[src/rtl/ps2_pkg.sv]
// Shared scan-code constants and types for the PS/2 movement decoder.
// Scan code set 2, make codes only; break prefix is F0, extended prefix E0.
package ps2_pkg;

    localparam logic [7:0] SC_A     = 8'h1C;
    localparam logic [7:0] SC_D     = 8'h23;
    localparam logic [7:0] SC_W     = 8'h1D;
    localparam logic [7:0] SC_SPACE = 8'h29;
    localparam logic [7:0] SC_LEFT  = 8'h6B;
    localparam logic [7:0] SC_RIGHT = 8'h74;
    localparam logic [7:0] SC_UP    = 8'h75;
    localparam logic [7:0] SC_EXT   = 8'hE0;
    localparam logic [7:0] SC_BRK   = 8'hF0;

    typedef enum logic [1:0] {IDLE, EXT, BRK, EXT_BRK} ps2_seq_t;

    typedef enum logic {DIR_LEFT, DIR_RIGHT} dir_t;

    typedef struct packed {
        logic a_l;
        logic arr_l;
        logic d_r;
        logic arr_r;
        logic w_j;
        logic spc_j;
        logic arr_u;
    } held_t;

    function automatic logic is_std(input logic [7:0] code);
        return (code == SC_A) || (code == SC_D) ||
               (code == SC_W) || (code == SC_SPACE);
    endfunction

    function automatic logic is_ext(input logic [7:0] code);
        return (code == SC_LEFT) || (code == SC_RIGHT) ||
               (code == SC_UP);
    endfunction

endpackage

[src/rtl/ps2_silence_timer.sv]
// Counts clk cycles since the last received byte and raises a one-cycle
// flush request when the silence reaches STUCK_TIMEOUT cycles.
module ps2_silence_timer #(
    parameter int unsigned STUCK_TIMEOUT = 65_000_000,
    parameter int unsigned TO_W          = 27
) (
    input  logic clk,
    input  logic rst,
    input  logic rx_valid,
    output logic flush
);

    localparam bit            EN    = (STUCK_TIMEOUT != 0);
    localparam logic [TO_W-1:0] LIMIT = TO_W'(STUCK_TIMEOUT);
    localparam logic [TO_W-1:0] LAST  = TO_W'(STUCK_TIMEOUT - 1);

    logic [TO_W-1:0] cnt_q;
    logic [TO_W-1:0] cnt_d;

    // Next count: clear on a byte, otherwise count up and saturate.
    always_comb begin
        cnt_d = cnt_q;
        if (!EN || rx_valid) begin
            cnt_d = '0;
        end else if (cnt_q != LIMIT) begin
            cnt_d = cnt_q + TO_W'(1);
        end
    end

    assign flush = EN && !rx_valid && (cnt_q == LAST);

    // Counter register.
    always_ff @(posedge clk or posedge rst) begin
        if (rst) begin
            cnt_q <= '0;
        end else begin
            cnt_q <= cnt_d;
        end
    end

endmodule

[src/rtl/ps2_move_decoder.sv]
// Turns PS/2 set-2 scan-code bytes into held left/right/jump commands,
// with last-pressed-wins for left+right and a stuck-key silence flush.
module ps2_move_decoder
    import ps2_pkg::*;
#(
    parameter int unsigned STUCK_TIMEOUT = 65_000_000,
    parameter int unsigned TO_W          = 27
) (
    input  logic       clk,
    input  logic       rst,
    input  logic [7:0] rx_data,
    input  logic       rx_valid,
    output logic       stepleft,
    output logic       stepright,
    output logic       stepjump,
    output logic       proto_err
);

    ps2_seq_t state_q, state_d;
    held_t    held_q, held_d;
    dir_t     dir_q, dir_d;

    logic perr_d;
    logic left_d, right_d, jump_d;
    logic stepleft_q, stepright_q, stepjump_q, proto_err_q;
    logic flush;
    logic do_upd;
    logic upd_val;
    logic left_held, right_held;

    ps2_silence_timer #(
        .STUCK_TIMEOUT(STUCK_TIMEOUT),
        .TO_W         (TO_W)
    ) u_timer (
        .clk     (clk),
        .rst     (rst),
        .rx_valid(rx_valid),
        .flush   (flush)
    );

    // Sequence tracking, held-bit update and next output values.
    always_comb begin
        state_d = state_q;
        held_d  = held_q;
        dir_d   = dir_q;
        perr_d  = 1'b0;
        do_upd  = 1'b0;
        upd_val = 1'b0;

        if (flush) begin
            held_d  = '0;
            state_d = IDLE;
        end else if (rx_valid) begin
            unique case (state_q)
                IDLE: begin
                    if (rx_data == SC_BRK) begin
                        state_d = BRK;
                    end else if (rx_data == SC_EXT) begin
                        state_d = EXT;
                    end else if (is_std(rx_data)) begin
                        do_upd  = 1'b1;
                        upd_val = 1'b1;
                    end
                end
                EXT: begin
                    if (rx_data == SC_BRK) begin
                        state_d = EXT_BRK;
                    end else if (rx_data == SC_EXT) begin
                        perr_d = 1'b1;
                    end else begin
                        state_d = IDLE;
                        if (is_ext(rx_data)) begin
                            do_upd  = 1'b1;
                            upd_val = 1'b1;
                        end
                    end
                end
                BRK: begin
                    state_d = IDLE;
                    if (rx_data == SC_EXT || rx_data == SC_BRK) begin
                        perr_d = 1'b1;
                    end else if (is_std(rx_data)) begin
                        do_upd = 1'b1;
                    end
                end
                EXT_BRK: begin
                    state_d = IDLE;
                    if (rx_data == SC_EXT || rx_data == SC_BRK) begin
                        perr_d = 1'b1;
                    end else if (is_ext(rx_data)) begin
                        do_upd = 1'b1;
                    end
                end
            endcase
        end

        // Codes are disjoint, so the classification above picks the bank.
        if (do_upd) begin
            case (rx_data)
                SC_A:     held_d.a_l   = upd_val;
                SC_LEFT:  held_d.arr_l = upd_val;
                SC_D:     held_d.d_r   = upd_val;
                SC_RIGHT: held_d.arr_r = upd_val;
                SC_W:     held_d.w_j   = upd_val;
                SC_SPACE: held_d.spc_j = upd_val;
                SC_UP:    held_d.arr_u = upd_val;
                default:  ;
            endcase
            if (upd_val) begin
                if (rx_data == SC_A || rx_data == SC_LEFT) begin
                    dir_d = DIR_LEFT;
                end else if (rx_data == SC_D || rx_data == SC_RIGHT) begin
                    dir_d = DIR_RIGHT;
                end
            end
        end

        left_held  = held_d.a_l | held_d.arr_l;
        right_held = held_d.d_r | held_d.arr_r;
        left_d  = left_held & (~right_held | (dir_d == DIR_LEFT));
        right_d = right_held & (~left_held | (dir_d == DIR_RIGHT));
        jump_d  = held_d.w_j | held_d.spc_j | held_d.arr_u;
    end

    // State and registered outputs.
    always_ff @(posedge clk or posedge rst) begin
        if (rst) begin
            state_q     <= IDLE;
            held_q      <= '0;
            dir_q       <= DIR_RIGHT;
            stepleft_q  <= 1'b0;
            stepright_q <= 1'b0;
            stepjump_q  <= 1'b0;
            proto_err_q <= 1'b0;
        end else begin
            state_q     <= state_d;
            held_q      <= held_d;
            dir_q       <= dir_d;
            stepleft_q  <= left_d;
            stepright_q <= right_d;
            stepjump_q  <= jump_d;
            proto_err_q <= perr_d;
        end
    end

    assign stepleft  = stepleft_q;
    assign stepright = stepright_q;
    assign stepjump  = stepjump_q;
    assign proto_err = proto_err_q;

endmodule
[config.mk]
export PLATFORM = sky130hd
export DESIGN_NAME = ps2_move_decoder
export DESIGN_NICKNAME = d
export VERILOG_FILES = /design/src/rtl/ps2_pkg.sv /design/src/rtl/ps2_silence_timer.sv /design/src/rtl/ps2_move_decoder.sv
export SDC_FILE = /design/constraint.sdc
export NUM_CORES = 1
export LEC_CHECK = 0
export CORE_MARGIN = 4
export CORE_UTILIZATION = 36
export DETAILED_ROUTE_END_ITERATION = 6
export GPL_TIMING_DRIVEN = 0
export PLACE_DENSITY = 0.64
export SLEW_MARGIN = 40
export SYNTH_ARGS = -nofsm -noshare
export SYNTH_HDL_FRONTEND = slang
export SYNTH_SLANG_ARGS = --single-unit
[constraint.sdc]
create_clock -name clk -period 1.9 [get_ports clk]
set_input_delay 0.475 -clock clk [delete_from_list [all_inputs] [get_ports clk]]
set_output_delay 0.475 -clock clk [all_outputs]
set_load 0.02 [all_outputs]
# Word-level counts from Yosys, hierarchy flattened
# Index checks and enable logic that the tools add are counted.
# word_totals
ff_bits	41
latch_bits	0
ram_bits	0
rom_bits	0
in_bits	11
output_inout_bits	4
word_cells	99
mem_count	0
# op_classes
addsub	1
n_mul	0
n_div	0
magnitude_cmp	0
n_eq_ne	16
shift	0
muxes	42
bitwise	11
reduce_logical	15
# op_table
cell	n
27-bit two-way mux	2
1-bit two-way mux	28
27-bit by 1-bit adder with 27-bit output (second input constant)	1
27-bit by 26-bit == test with 1-bit output (second input constant)	1
27-bit by 26-bit inequality test with 1-bit output (second input constant)	1
8-bit by 7-bit == test with 1-bit output (second input constant)	3
8-bit by 5-bit == test with 1-bit output (second input constant)	2
8-bit by 6-bit == test with 1-bit output (second input constant)	2
8-bit == test (second input constant)	2
7-bit two-way mux	2
2-bit two-way mux	6
1-bit logical OR	8
4-bit inequality test (second input constant)	2
1-bit bitwise OR	6
2-bit one-hot mux with 3 select lines	1
2-bit == test (second input constant)	2
1-bit one-hot mux with 2 select lines	2
1-bit one-hot mux with 4 select lines	1
2-bit nonzero test	2
1-bit inverter	3
3-bit AND reduction	1
1-bit bitwise AND	2
2-bit by 1-bit == test with 1-bit output (second input constant)	1
2-bit zero test	1
other kinds (3)	3

# Longest topological paths before layout
# logic_depth
word_depth	16
depth_mapped	8
ltp_nobuf	7

# Hierarchy
# A second synthesis with hierarchy kept.
# hier_totals
hier_cells	249
hier_area_um2	2406.1
# by_module_without_submodules
module	n_inst	cells_per_inst	area_per_inst_um2	seq_area_each_um2
ps2_silence_timer	1	163	1544.0	675.6
ps2_move_decoder	1	86	862.1	351.6

# Worst setup path before layout
# No wires, ideal clock.
# synth_timing
kind	input port to flip-flop
from	input port rx_data[2]
to	register stepjump_q (netlist: stepjump)
setup_ns	0.131
t_arrival_ns	1.851
t_required_ns	1.769
path_slack_ns	-0.082
path_stages	6
path_buffers	0
path_cell_list	nor4b_2 -> nand4_2 -> a31oi_4 -> nand4_2 -> mux2i_1 -> or3_1
# synth_lines
element	line_no	source
start: declaration	ps2_move_decoder.sv:11	input logic [7:0] rx_data,
end signal: assignment	ps2_move_decoder.sv:141	stepjump_q <= jump_d;
end: declaration	ps2_move_decoder.sv:25	logic stepleft_q, stepright_q, stepjump_q, proto_err_q;

==> key figures <==
Placed design
  – Port bufs: 14
  – Final GP Congestion: 0.810
  – Post-DP HPWL: 3210 µm
  – DP Cell Count: 319
  – Dpl ws: -0.830 ns

Logic synthesis
  – Seq cells post-synth: 41
  – Post-synth EDFFs: 0
  – Asr flop ratio synth: 1.00
  – Ys flop type: dfrtp_1
  – Post-synthesis sequential area ratio: 0.445
  – Synth warn: 0
  – Syn Nets: 243
  – Mapped Area: 2310 µm²
  – Synthesized area per cell: 10.0 µm²
  – Syn Inst Count: 230
  – Distinct cells, synth: 47

Outcome
  – Violated checks: setup timing
  – Status: finished with violations

Power and ir drop
  – Power per standard cell area: 561 nW/µm²
  – Worst vdd ir: 389 µV
  – Power, Total: 1.66 mW
  – Pleak: 1.29 nW

STA
  – Worst setup margin: -0.0925 ns
  – Post-layout min period: 1.99 ns
  – Slew Limit Fails: 0
  – Crit share post-route: 1.05
  – RSZ-0062 raised after global routing: yes
  – Final setup viols: 4
  – Final Hold Slack: 0.530 ns
  – Achievable Freq: 502 MHz
  – Slew headroom: 0.654
  – Clk_skew: 0.00728 ns
  – Measured slew at the worst slew-check pin: 0.519 ns
  – Final hold violation count: 0

Min path
  – Hold Crit Class: in -> reg

Clock network
  – Sink Count: 41
  – Later-pin clock latency in the skew report: 0.30 ns
  – Clock tree buffer depth: 2
  – Clock transition at path regs: 0.08 ns
  – CTS tree: yes
  – Htree depth: 2
  – Root buf cell: clkbuf_8
  – TritonCTS buffer count: 5

GRT
  – Initial antenna violation count: 0
  – Gr ovfl total: 0
  – Vias in the first global route: 1776
  – Largest net degree at the start of global routing: 42
  – First-pass GRT wire length: 8140 µm
  – GRT Resource Usage Total: 0.132

Drt
  – Antenna-violating nets left: 0
  – Vias: 1855
  – DRT Pass-1 Iters: 4
  – Initial DRC Count: 62
  – Drt wl/cell: 14.4 µm
  – DR vias/cell: 5.25
  – DRT Wirelength: 5080 µm
  – Residual DRC: 0

Flow run
  – Max-cap violations: 0

Die
  – Starting Density: 0.381
  – Die X: 88.1 µm
  – Cell Rows: 28
  – Height of the die: 88.1 µm
  – Core Area: 6060 µm²
  – I/O Pins: 15
  – Die area: 7770 µm²

Worst setup path
  – Max incr delay on CP: 0.34 ns
  – Setup slack, reg-to-reg: -0.08 ns
  – Arrival time at the worst endpoint: 2.18 ns
  – Crit path cell chain: buf_2 > nor4b_4 > nand4_4 > buf_4 > a311oi_4 > mux2i_2 > a311oi_4 > o21a_1
  – Required time of the critical path: 2.09 ns
  – Path type of the worst setup path: in -> reg
  – Crit path max-delay cell type: mux2i_2
  – Worst Path Max Fanout: 5
  – CP dominant cell by count: a311oi_4
  – Setup crit end kind: flop
  – CP Launch Type: primary input

Final layout
  – Synthesis-to-finish area growth: 28.0%
  – # diodes: 0
  – Nets@finish: 290
  – Share of cells above drive strength 1: 0.327
  – Final cell count without fillers: 353
  – Fillers: 565
[routing by layer]
metal	track usage	routed length, µm	up-vias
met5	0	0	-
met4	0.0357	38	0
met3	0.0310	150	5
met2	0.215	2460	25
met1	0.177	2430	907
li1	-	-	918
[registers in the layout, summed over array words and instances (netlist names)]
signal,cells
held_q,7
stepright,1
stepleft,1
u_timer.cnt_q,27
dir_q,1
stepjump,1
proto_err,1
state_q,2
[cell families after synthesis]
group | after synthesis | share of synthesized area
mux | 7 | 0.0303
flops | 41 | 0.445
simple gates | 117 | 0.300
fa+ha+maj | 2 | 0.0108
xor+xnor | 25 | 0.0947
compound gates | 24 | 0.0937
buf+inv | 14 | 0.0260
[cell usage after synthesis, types with 4 or more instances]
library cell | instances | area share
nand2_1 | 11 | 0.018
nand3_1 | 19 | 0.041
o31ai_1 | 4 | 0.013
nor3_1 | 6 | 0.013
mux2i_1 | 7 | 0.030
inv_1 | 7 | 0.011
nand4_1 | 8 | 0.022
a21oi_1 | 5 | 0.011
and3_1 | 6 | 0.016
nor2b_1 | 4 | 0.011
dfrtp_1 | 40 | 0.43
xnor2_1 | 13 | 0.049
xor2_1 | 12 | 0.045
nor2_1 | 33 | 0.054
[path summary, 6_finish.rpt]
| kind | startpoint | to | cells past startpoint |
|---|---|---|---|
| worst max register to register | u_timer.cnt_q[10]$_DFFE_PP0P_ | stepright$_DFF_PP0_ | 6 |
| min in group asynchronous | rst | u_timer.cnt_q[23]$_DFFE_PP0P_ | 2 |
| worst min register to register | u_timer.cnt_q[20]$_DFFE_PP0P_ | u_timer.cnt_q[20]$_DFFE_PP0P_ | 2 |
| worst max-delay path | rx_data[2] | stepright$_DFF_PP0_ | 8 |
| worst min-delay path | rx_data[4] | state_q[1]$_DFFE_PP0P_ | 3 |
| max in group asynchronous | rst | u_timer.cnt_q[13]$_DFFE_PP0P_ | 2 |
[final cells by class]
class / count / area, µm² / area share
Multi-Input combinational cell: 175 / 1370 / 0.461
Sequential cell: 41 / 1030 / 0.348
Timing Repair Buffer: 43 / 320 / 0.108
Clock buffer: 7 / 96.3 / 0.0326
Tap cell: 75 / 93.8 / 0.0317
Inverter: 7 / 28.8 / 0.00973
Buffer: 4 / 20.0 / 0.00677
Clock inverter: 1 / 5.00 / 0.00169
[worst max-delay path: cells and delay by family]
family / cells / cell delay [ns]
simple gates: 2 / 0.50
buf+inv: 2 / 0.33
mux: 1 / 0.34
compound gates: 3 / 0.52
[report_power, final]
group,internal [mW],switching [mW],total (mW)
sequential,0.882,0.00765,0.889
combinational,0.0505,0.0869,0.137
clock,0.329,0.305,0.634
total,1.26,0.400,1.66
[layout by cell type (no fill, tap or decap), types with 4 or more instances in the layout]
master | Yosys | routed
dfrtp_1 | 40 | 38
nor2_1 | 33 | 31
buf_4 | 0 | 28
nand3_1 | 19 | 16
xnor2_1 | 13 | 13
xor2_1 | 12 | 12
nand2_1 | 11 | 9
nand4_1 | 8 | 8
clkbuf_8 | 0 | 7
inv_1 | 7 | 6
mux2i_1 | 7 | 6
buf_2 | 0 | 6
and3_1 | 6 | 5
clkdlybuf4s50_1 | 0 | 5
nor3_1 | 6 | 4
a21oi_1 | 5 | 4
[repair_timing]
item / CTS / global route
endpoints found under the setup margin: 23 / 19
hold buffers: 0 / 0
buffers inserted: 16 / 13
gates resized for setup: 44 / 20
pin swaps: 16 / 15
[through the flow]
stage	TNS [ns]	cell area, µm²	util
5_1_grt	-0.922	2960	0.488
6_report	-0.288	2960	0.488
4_1_cts	-0.471	2820	0.464
3_5_place_dp	-12.77	2550	0.421
3_3_place_gp	-29.73	2550	0.421
2_1_floorplan	-0.156	2320	-
No activity file was read; power rests on OpenSTA's default activity.
